`src/rtl/vpu_issue_ctrl.sv`:
```
// Issue controller between the tensorcore decoder and the SIMD vector unit.
// Queues decoded VPU instructions and launches them one at a time.
module vpu_issue_ctrl #(
   parameter int unsigned INSTR_W = 78,
   parameter int unsigned DEPTH   = 4,
   parameter int unsigned TIMEOUT = 1024,
   parameter int unsigned CNT_W   = 16
) (
   input  logic                   clk,
   input  logic                   rst_n,
   input  logic                   in_valid,
   input  logic [INSTR_W-1:0]     in_instr,
   output logic                   in_ready,
   input  logic                   enable,
   input  logic                   flush,
   input  logic                   clr_err,
   output logic [INSTR_W-1:0]     vpu_instr,
   output logic                   vpu_start,
   input  logic                   vpu_done,
   output logic                   busy,
   output logic [$clog2(DEPTH):0] fifo_count,
   output logic [CNT_W-1:0]       retired,
   output logic                   err_timeout
);

   localparam int unsigned PTR_W = $clog2(DEPTH);
   localparam int unsigned FC_W  = PTR_W + 1;
   localparam int unsigned TMR_W = $clog2(TIMEOUT);

   typedef enum logic [1:0] {
      S_IDLE  = 2'd0,
      S_ISSUE = 2'd1,
      S_WAIT  = 2'd2
   } state_t;

   state_t             state_q, state_d;
   logic [INSTR_W-1:0] mem [DEPTH];
   logic [PTR_W-1:0]   wr_ptr, rd_ptr, wr_ptr_d, rd_ptr_d;
   logic [FC_W-1:0]    count_d;
   logic [TMR_W-1:0]   tmr_q, tmr_d;
   logic [INSTR_W-1:0] instr_d;
   logic [CNT_W-1:0]   retired_d;
   logic               start_d, err_d, busy_d, ready_d;
   logic               in_flight, push, done_hit, tmo_hit, pop;

   // The head entry stays in the FIFO while in flight; it is popped on retire or timeout.
   assign in_flight = (state_q != S_IDLE);
   assign push      = in_valid && in_ready && !flush;
   assign done_hit  = (state_q == S_WAIT) && vpu_done;
   assign tmo_hit   = (state_q == S_WAIT) && !vpu_done && (tmr_q == TMR_W'(TIMEOUT - 1));
   assign pop       = done_hit || tmo_hit;

   // State register
   always_ff @(posedge clk or negedge rst_n) begin
      if (!rst_n) state_q <= S_IDLE;
      else        state_q <= state_d;
   end

   // Next-state logic
   always_comb begin
      state_d = state_q;
      case (state_q)
         S_IDLE:  if (enable && (fifo_count != '0) && !flush) state_d = S_ISSUE;
         S_ISSUE: state_d = S_WAIT;
         S_WAIT:  if (pop) state_d = S_IDLE;
         default: state_d = S_IDLE;
      endcase
   end

   // Next values of the registered outputs and datapath
   always_comb begin
      wr_ptr_d = wr_ptr;
      rd_ptr_d = rd_ptr + PTR_W'(pop);
      count_d  = fifo_count;
      if (flush) begin
         // Keep only the in-flight head, unless it is retiring this same cycle.
         wr_ptr_d = rd_ptr + PTR_W'(in_flight);
         count_d  = (in_flight && !pop) ? FC_W'(1) : '0;
      end else begin
         if (push) wr_ptr_d = wr_ptr + PTR_W'(1);
         count_d = fifo_count + FC_W'(push) - FC_W'(pop);
      end
      ready_d   = (count_d < FC_W'(DEPTH));
      start_d   = (state_d == S_ISSUE);
      instr_d   = ((state_q == S_IDLE) && (state_d == S_ISSUE)) ? mem[rd_ptr] : vpu_instr;
      tmr_d     = tmr_q;
      if (state_d == S_ISSUE) tmr_d = '0;
      else if (in_flight)     tmr_d = tmr_q + TMR_W'(1);
      retired_d = retired + CNT_W'(done_hit);
      err_d     = tmo_hit ? 1'b1 : (clr_err ? 1'b0 : err_timeout);
      busy_d    = (state_d != S_IDLE) || (count_d != '0);
   end

   // Output and datapath registers
   always_ff @(posedge clk or negedge rst_n) begin
      if (!rst_n) begin
         wr_ptr      <= '0;
         rd_ptr      <= '0;
         fifo_count  <= '0;
         in_ready    <= 1'b0;
         vpu_start   <= 1'b0;
         vpu_instr   <= '0;
         tmr_q       <= '0;
         retired     <= '0;
         err_timeout <= 1'b0;
         busy        <= 1'b0;
      end else begin
         wr_ptr      <= wr_ptr_d;
         rd_ptr      <= rd_ptr_d;
         fifo_count  <= count_d;
         in_ready    <= ready_d;
         vpu_start   <= start_d;
         vpu_instr   <= instr_d;
         tmr_q       <= tmr_d;
         retired     <= retired_d;
         err_timeout <= err_d;
         busy        <= busy_d;
      end
   end

   // Entry storage
   always_ff @(posedge clk) begin
      if (push) mem[wr_ptr] <= in_instr;
   end

endmodule

```
`config.mk`:
```
export PLATFORM = sky130hd
export DESIGN_NAME = vpu_issue_ctrl
export DESIGN_NICKNAME = d
export VERILOG_FILES = /design/src/rtl/vpu_issue_ctrl.sv
export SDC_FILE = /design/constraint.sdc
export NUM_CORES = 1
export LEC_CHECK = 0
export ABC_AREA = 1
export CAP_MARGIN = 25
export CORE_ASPECT_RATIO = 0.75
export CORE_UTILIZATION = 58
export CTS_BUF_LIST = sky130_fd_sc_hd__clkbuf_8
export DETAILED_ROUTE_END_ITERATION = 10
export HOLD_SLACK_MARGIN = 0.02
export PLACE_DENSITY = 0.84
export SLEW_MARGIN = 20
export SYNTH_ARGS = -nofsm -noshare
export SYNTH_HDL_FRONTEND = slang
export SYNTH_SLANG_ARGS = --single-unit
```
`constraint.sdc`:
```
create_clock -name clk -period 5.3 [get_ports clk]
set_input_delay 1.325 -clock clk [delete_from_list [all_inputs] [get_ports clk]]
set_output_delay 1.325 -clock clk [all_outputs]
set_load 0.05 [all_outputs]
```
After elaboration in Yosys (flattened, before gate mapping)
Memories as Yosys holds them, arrays and structs flattened. A register that Yosys moved wholly into a read port is not among the register bits.
Index checks and enable logic that the tools add are counted.
{ "totals": {"output_inout_bits": 101, "wordCells": 59, "mem_bits_rw": 312, "mem_count": 1, "ff_bits": 39, "input_bits": 85} }
{ "classes": {"n_reduce_logical": 23, "n_lt_le_gt_ge": 1, "n_eq_ne": 4, "n_addsub": 7, "muxes": 13} }
{ "memory_table": {"columns": ["name", "depth", "width", "rd", "rd_clocked_by_memory_dff", "write_ports", "line", "rtl"], "rows": [
  ["mem", 4, 78, 1, 1, 1, "37", "logic [INSTR_W-1:0] mem [DEPTH];"]
]} }
{ "op_table": {"columns": ["operator", "count"], "rows": [
  ["2-to-1 mux 10 bit", 2],
  ["adder 16 x 1 -> 16 bit", 1],
  ["adder 10 x 1 -> 10 bit, second input constant", 1],
  ["== test 10 bit, second input constant", 1],
  ["nonzero test 2 bit", 5],
  ["logical AND 1 bit", 9],
  ["2-to-1 mux 2 bit", 4],
  ["case mux 2 bit (3 select lines)", 1],
  ["nonzero test 3 bit", 2],
  ["2-to-1 mux 1 bit", 5],
  ["adder 2 x 1 -> 2 bit", 2],
  ["== test 2 x 1 -> 1 bit, second input constant", 2],
  ["zero test 1 bit", 4],
  ["adder 3 x 1 -> 3 bit", 1],
  ["< comparator 3 bit, second input constant", 1],
  ["2-to-1 mux 3 bit", 1],
  ["subtractor 3 x 1 -> 3 bit", 1],
  ["adder 2 x 1 -> 2 bit, second input constant", 1],
  ["== test 2 bit, second input constant", 1],
  ["zero test 2 bit", 1],
  ["logical OR 1 bit", 2]
]} }

Logic depth before layout (Yosys ltp)
{ "depth": {"word_depth": 10, "ltp_mapped": 16, "ltp_nobuf": 16} }

Worst setup path after synthesis
OpenSTA, ideal clock, no wires.
{ "synth_timing": {"kind": "input to register", "start": "input flush", "end": "memory mem[0][0], enable pin", "cell_stages": 3, "path_slack_ns": -0.096, "arrival_ns": 4.881, "path_buffers": 0, "required_ns": 4.785, "setup_time_ns": 0.515, "path_cell_list": "inv_2 nand3_1 nor2_1"} }
{ "synth_via": {"elab_chain_cells": 4} }
{ "synth_lines": {"columns": ["element", "line", "rtl"], "rows": [
  ["start, declared", "15", "input logic flush,"],
  ["zero test 1 bit", "48", "assign push = in_valid && in_ready && !flush;"],
  ["logical AND 1 bit", "48", null],
  ["2-to-1 mux 1 bit", "123", "if (push) mem[wr_ptr] <= in_instr;"],
  ["2-to-1 mux 1 bit (implied by the code)", "123", null],
  ["end, declared", "37", null]
]} }
Every way passes these cells.

Final worst setup path
{ "layout_timing": {"start": "input flush", "end": "register busy"} }
{ "layout_via": {"elab_chain_cells": 7, "word_cells_on_any_way": 11, "classes_between": "add/sub (2); mux (3); reduce/logical (6)"} }
{ "layout_lines": {"columns": ["element", "line", "rtl"], "rows": [
  ["zero test 1 bit", "48", null],
  ["logical AND 1 bit", "48", null],
  ["adder 3 x 1 -> 3 bit", "81", "count_d = fifo_count + FC_W'(push) - FC_W'(pop);"],
  ["subtractor 3 x 1 -> 3 bit", "81", null],
  ["2-to-1 mux 3 bit *", "75", "if (flush) begin"],
  ["named net count_d[1]", "39", "logic [FC_W-1:0] count_d;"],
  ["nonzero test 3 bit *", "91", "busy_d = (state_d != S_IDLE) || (count_d != '0);"],
  ["logical OR 1 bit *", "91", null],
  ["named net busy_d", "43", "logic start_d, err_d, busy_d, ready_d;"],
  ["end signal, assigned", "117", "busy <= busy_d;"],
  ["end, declared", "20", "output logic busy,"]
]} }
The timed path passes the listed nets; every way through them passes the cells marked *.
A chain may end at the register's enable or synchronous reset.

==> flow_metrics.env <==
export IMPL_antenna_found_initial=5
export IMPL_cp_arrival_ps=3840
export IMPL_grt_pass1_vias=10942
export IMPL_end_kind="register"
export IMPL_detail_route_wl_per_cell_um=17.6
export IMPL_rsz0062_at_grt="no"
export IMPL_synth_cells=1401
export IMPL_viasPerCell=5.46
export IMPL_worstPathCellList="clkdlybuf4s50_1, inv_2, nand3_1, inv_1, nand3_1, nand2_1, ha_1, inv_1, fa_1, nor2_1, a21oi_1, nand2_1, nor2_1, nand3_1"
export IMPL_hold_buffers=0
export IMPL_ys_ff_latch=429
export IMPL_cp_max_fo=7
export IMPL_cts_buffers=66
export IMPL_grt_pass1_wl_um=56500
export IMPL_fmax_ghz=0.295
export IMPL_io_pins=186
export IMPL_vias=11141
export IMPL_setup_ws_ps=1910
export IMPL_place_ws_ps=1360
export IMPL_coreArea_um2=28100
export IMPL_grt_start_max_net_pins=107
export IMPL_nNetsFinal=1695
export IMPL_fin_crit_ps=3390
export IMPL_cpLargestDelayFamily="buffers and inverters"
export IMPL_cp_slowest_cell="clkdlybuf4s50_1"
export IMPL_crit_type="in2reg"
export IMPL_fillCellCount=1871
export IMPL_cts_buffer_depth=3
export IMPL_area_delta_synth_final_pct=21.3
export IMPL_drive_above_1_share=0.0720
export IMPL_initial_utilization=0.591
export IMPL_clkTransAtPathRegs_ps=60
export IMPL_ctsResizeCount=0
export IMPL_path_buf_inv=4
export IMPL_clock_latency_ps=590
export IMPL_cp_start_kind="primary input"
export IMPL_power_density_nw_per_um2=563
export IMPL_p_leak_nw=8.11
export IMPL_yosysUniqueCellTypes=28
export IMPL_syn_num_nets=1497
export IMPL_die_y_um=149
export IMPL_clockRootBuffer="clkbuf_8"
export IMPL_ir_drop_uv=403
export IMPL_place_hpwl_um=21200
export IMPL_syn_avg_cell_area_um2=11.9
export IMPL_slew_headroom=0.353
export IMPL_drc=0
export IMPL_cts_sinks=429
export IMPL_maxSlewViolCount=0
export IMPL_routed_wl_um=35900
export IMPL_fp_dieW_um=197
export IMPL_path_common_cell="nand3_1"
export IMPL_period_share=0.640
export IMPL_first_iter_violations=970
export IMPL_max_stage_delay_ps=480
export IMPL_max_cap_violations=0
export IMPL_finalSetupViolations=0
export IMPL_hp_class="reg2reg"
export IMPL_worst_pin_slew_ps=968
export IMPL_grtUsageTotal=0.250
export IMPL_hold_violations=0
export IMPL_synth_seq_area_share=0.740
export IMPL_layout_cells_non_filler=2041
export IMPL_yosysWarnings=0
export IMPL_drtAntennaViolNets=0
export IMPL_post_place_cells=1916
export IMPL_dr_pass1_iters=5
export IMPL_die_area_um2=29300
export IMPL_required_ps=5750
export IMPL_layout_common_cells="517 x nand2_1, 312 x edfxtp_1, 184 x clkdlybuf4s50_1"
export IMPL_cts_max_level=3
export IMPL_grt_overflow=0
export IMPL_cts_tree="yes"
export IMPL_post_cts_setup_buffer_count=0
export IMPL_io_buffers=185
export IMPL_mostFrequentLayoutCell="nand2_1"
export IMPL_gp_congestion=0.910
export IMPL_status="finished clean"
export IMPL_netlist_area_um2=16600
export IMPL_fp_row_count=53
export IMPL_skew_ps=24.7
==> per-stage QoR <==
step	TNS, ps	total power [mW]	hold WS (ps)	cell area, um2	utilization
CTS	0	11.4	474	20100	0.716
detailed placement	0	8.72	466	18800	0.670
floorplan	-30060	7.36	475	16600	-
global placement	0	8.60	462	18800	0.670
finish	0	11.4	467	20200	0.717
global route	0	12.0	515	20200	0.717
==> path summary, 6_finish.rpt <==
check | from | end | slack [ps] | cells after the start
setup / recovery | flush | busy$_DFF_PN0_ | 1910 | 14
hold / removal | retired[15]$_DFF_PN0_ | retired[15]$_DFF_PN0_ | 470 | 1
setup reg to reg | rd_ptr[0]$_DFF_PN0_ | vpu_instr[77]$_DFFE_PN0P_ | 2420 | 6
hold reg to reg | retired[15]$_DFF_PN0_ | retired[15]$_DFF_PN0_ | 470 | 1
max in group asynchronous | rst_n | vpu_instr[6]$_DFFE_PN0P_ | 3450 | 2
min in group asynchronous | rst_n | vpu_instr[45]$_DFFE_PN0P_ | 830 | 1
==> area by class of cell <==
class                      instances  area (um2)  area share
tap                              385         482      0.0239
multi-input combinational        860        3850       0.191
clock buffer                      76        1050      0.0519
timing repair buffer             199        2050       0.102
inverter                          43         165     0.00819
antenna                            4        10.0    0.000497
sequential                       429       12300       0.610
clock inverter                    45         254      0.0126
==> registers in the layout (all words and copies together), names as in the netlist <==
| signal | flops |
|---|---|
| retired | 16 |
| state_q | 2 |
| vpu_start | 1 |
| rd_ptr | 2 |
| busy | 1 |
| tmr_q | 10 |
| mem | 312 |
| fifo_count | 3 |
| in_ready | 1 |
| vpu_instr | 78 |
| wr_ptr | 2 |
| err_timeout | 1 |
==> Yosys cell counts <==
cell type	instances	area (um2)
o21ai_0	61	305
o21ai_1	22	110
inv_2	3	11.3
nor2_4	1	11.3
nand2_4	1	11.3
edfxtp_1	312	9370
and3_1	1	6.26
nand3_1	181	906
buf_2	42	210
a31oi_1	1	6.26
clkbuf_2	1	5.00
nand2_1	517	1940
nand2_2	2	12.5
fa_1	1	20.0
dfrtp_1	117	2930
xnor2_1	9	78.8
ha_1	10	125
o221ai_1	1	8.76
buf_6	4	45.0
nand4_1	6	37.5
buf_1	7	26.3
xor2_1	8	70.1
nor2_1	24	90.1
a21oi_1	5	25.0
clkbuf_1	15	56.3
a22oi_1	1	7.51
nor3_1	8	40.0
inv_1	40	150
==> routing by layer <==
layer  vias to the layer above  global-route usage  part of all wire
li1                       5189                   -                 -
met1                      5435               0.360              0.44
met2                       455               0.386              0.47
met3                        58              0.0544             0.079
met4                         4              0.0791             0.019
met5                         -                   0           0.00064
==> cell families after synthesis <==
| kind of cell | share of synthesized area |
|---|---|
| AOI/OAI and AO/OA | 0.0279 |
| and+or+nand+nor | 0.184 |
| buffers and inverters | 0.0304 |
| xor gates and xnor gates | 0.00896 |
| adders and majority gates | 0.00874 |
| DFF | 0.740 |
==> where the power goes <==
group          total [mW]  switching (mW)  internal, mW
registers            4.61           0.391          4.22
logic                4.08            2.85          1.23
clock network        2.67            1.25          1.42
Note: power is estimated with default switching activity, not from simulation.
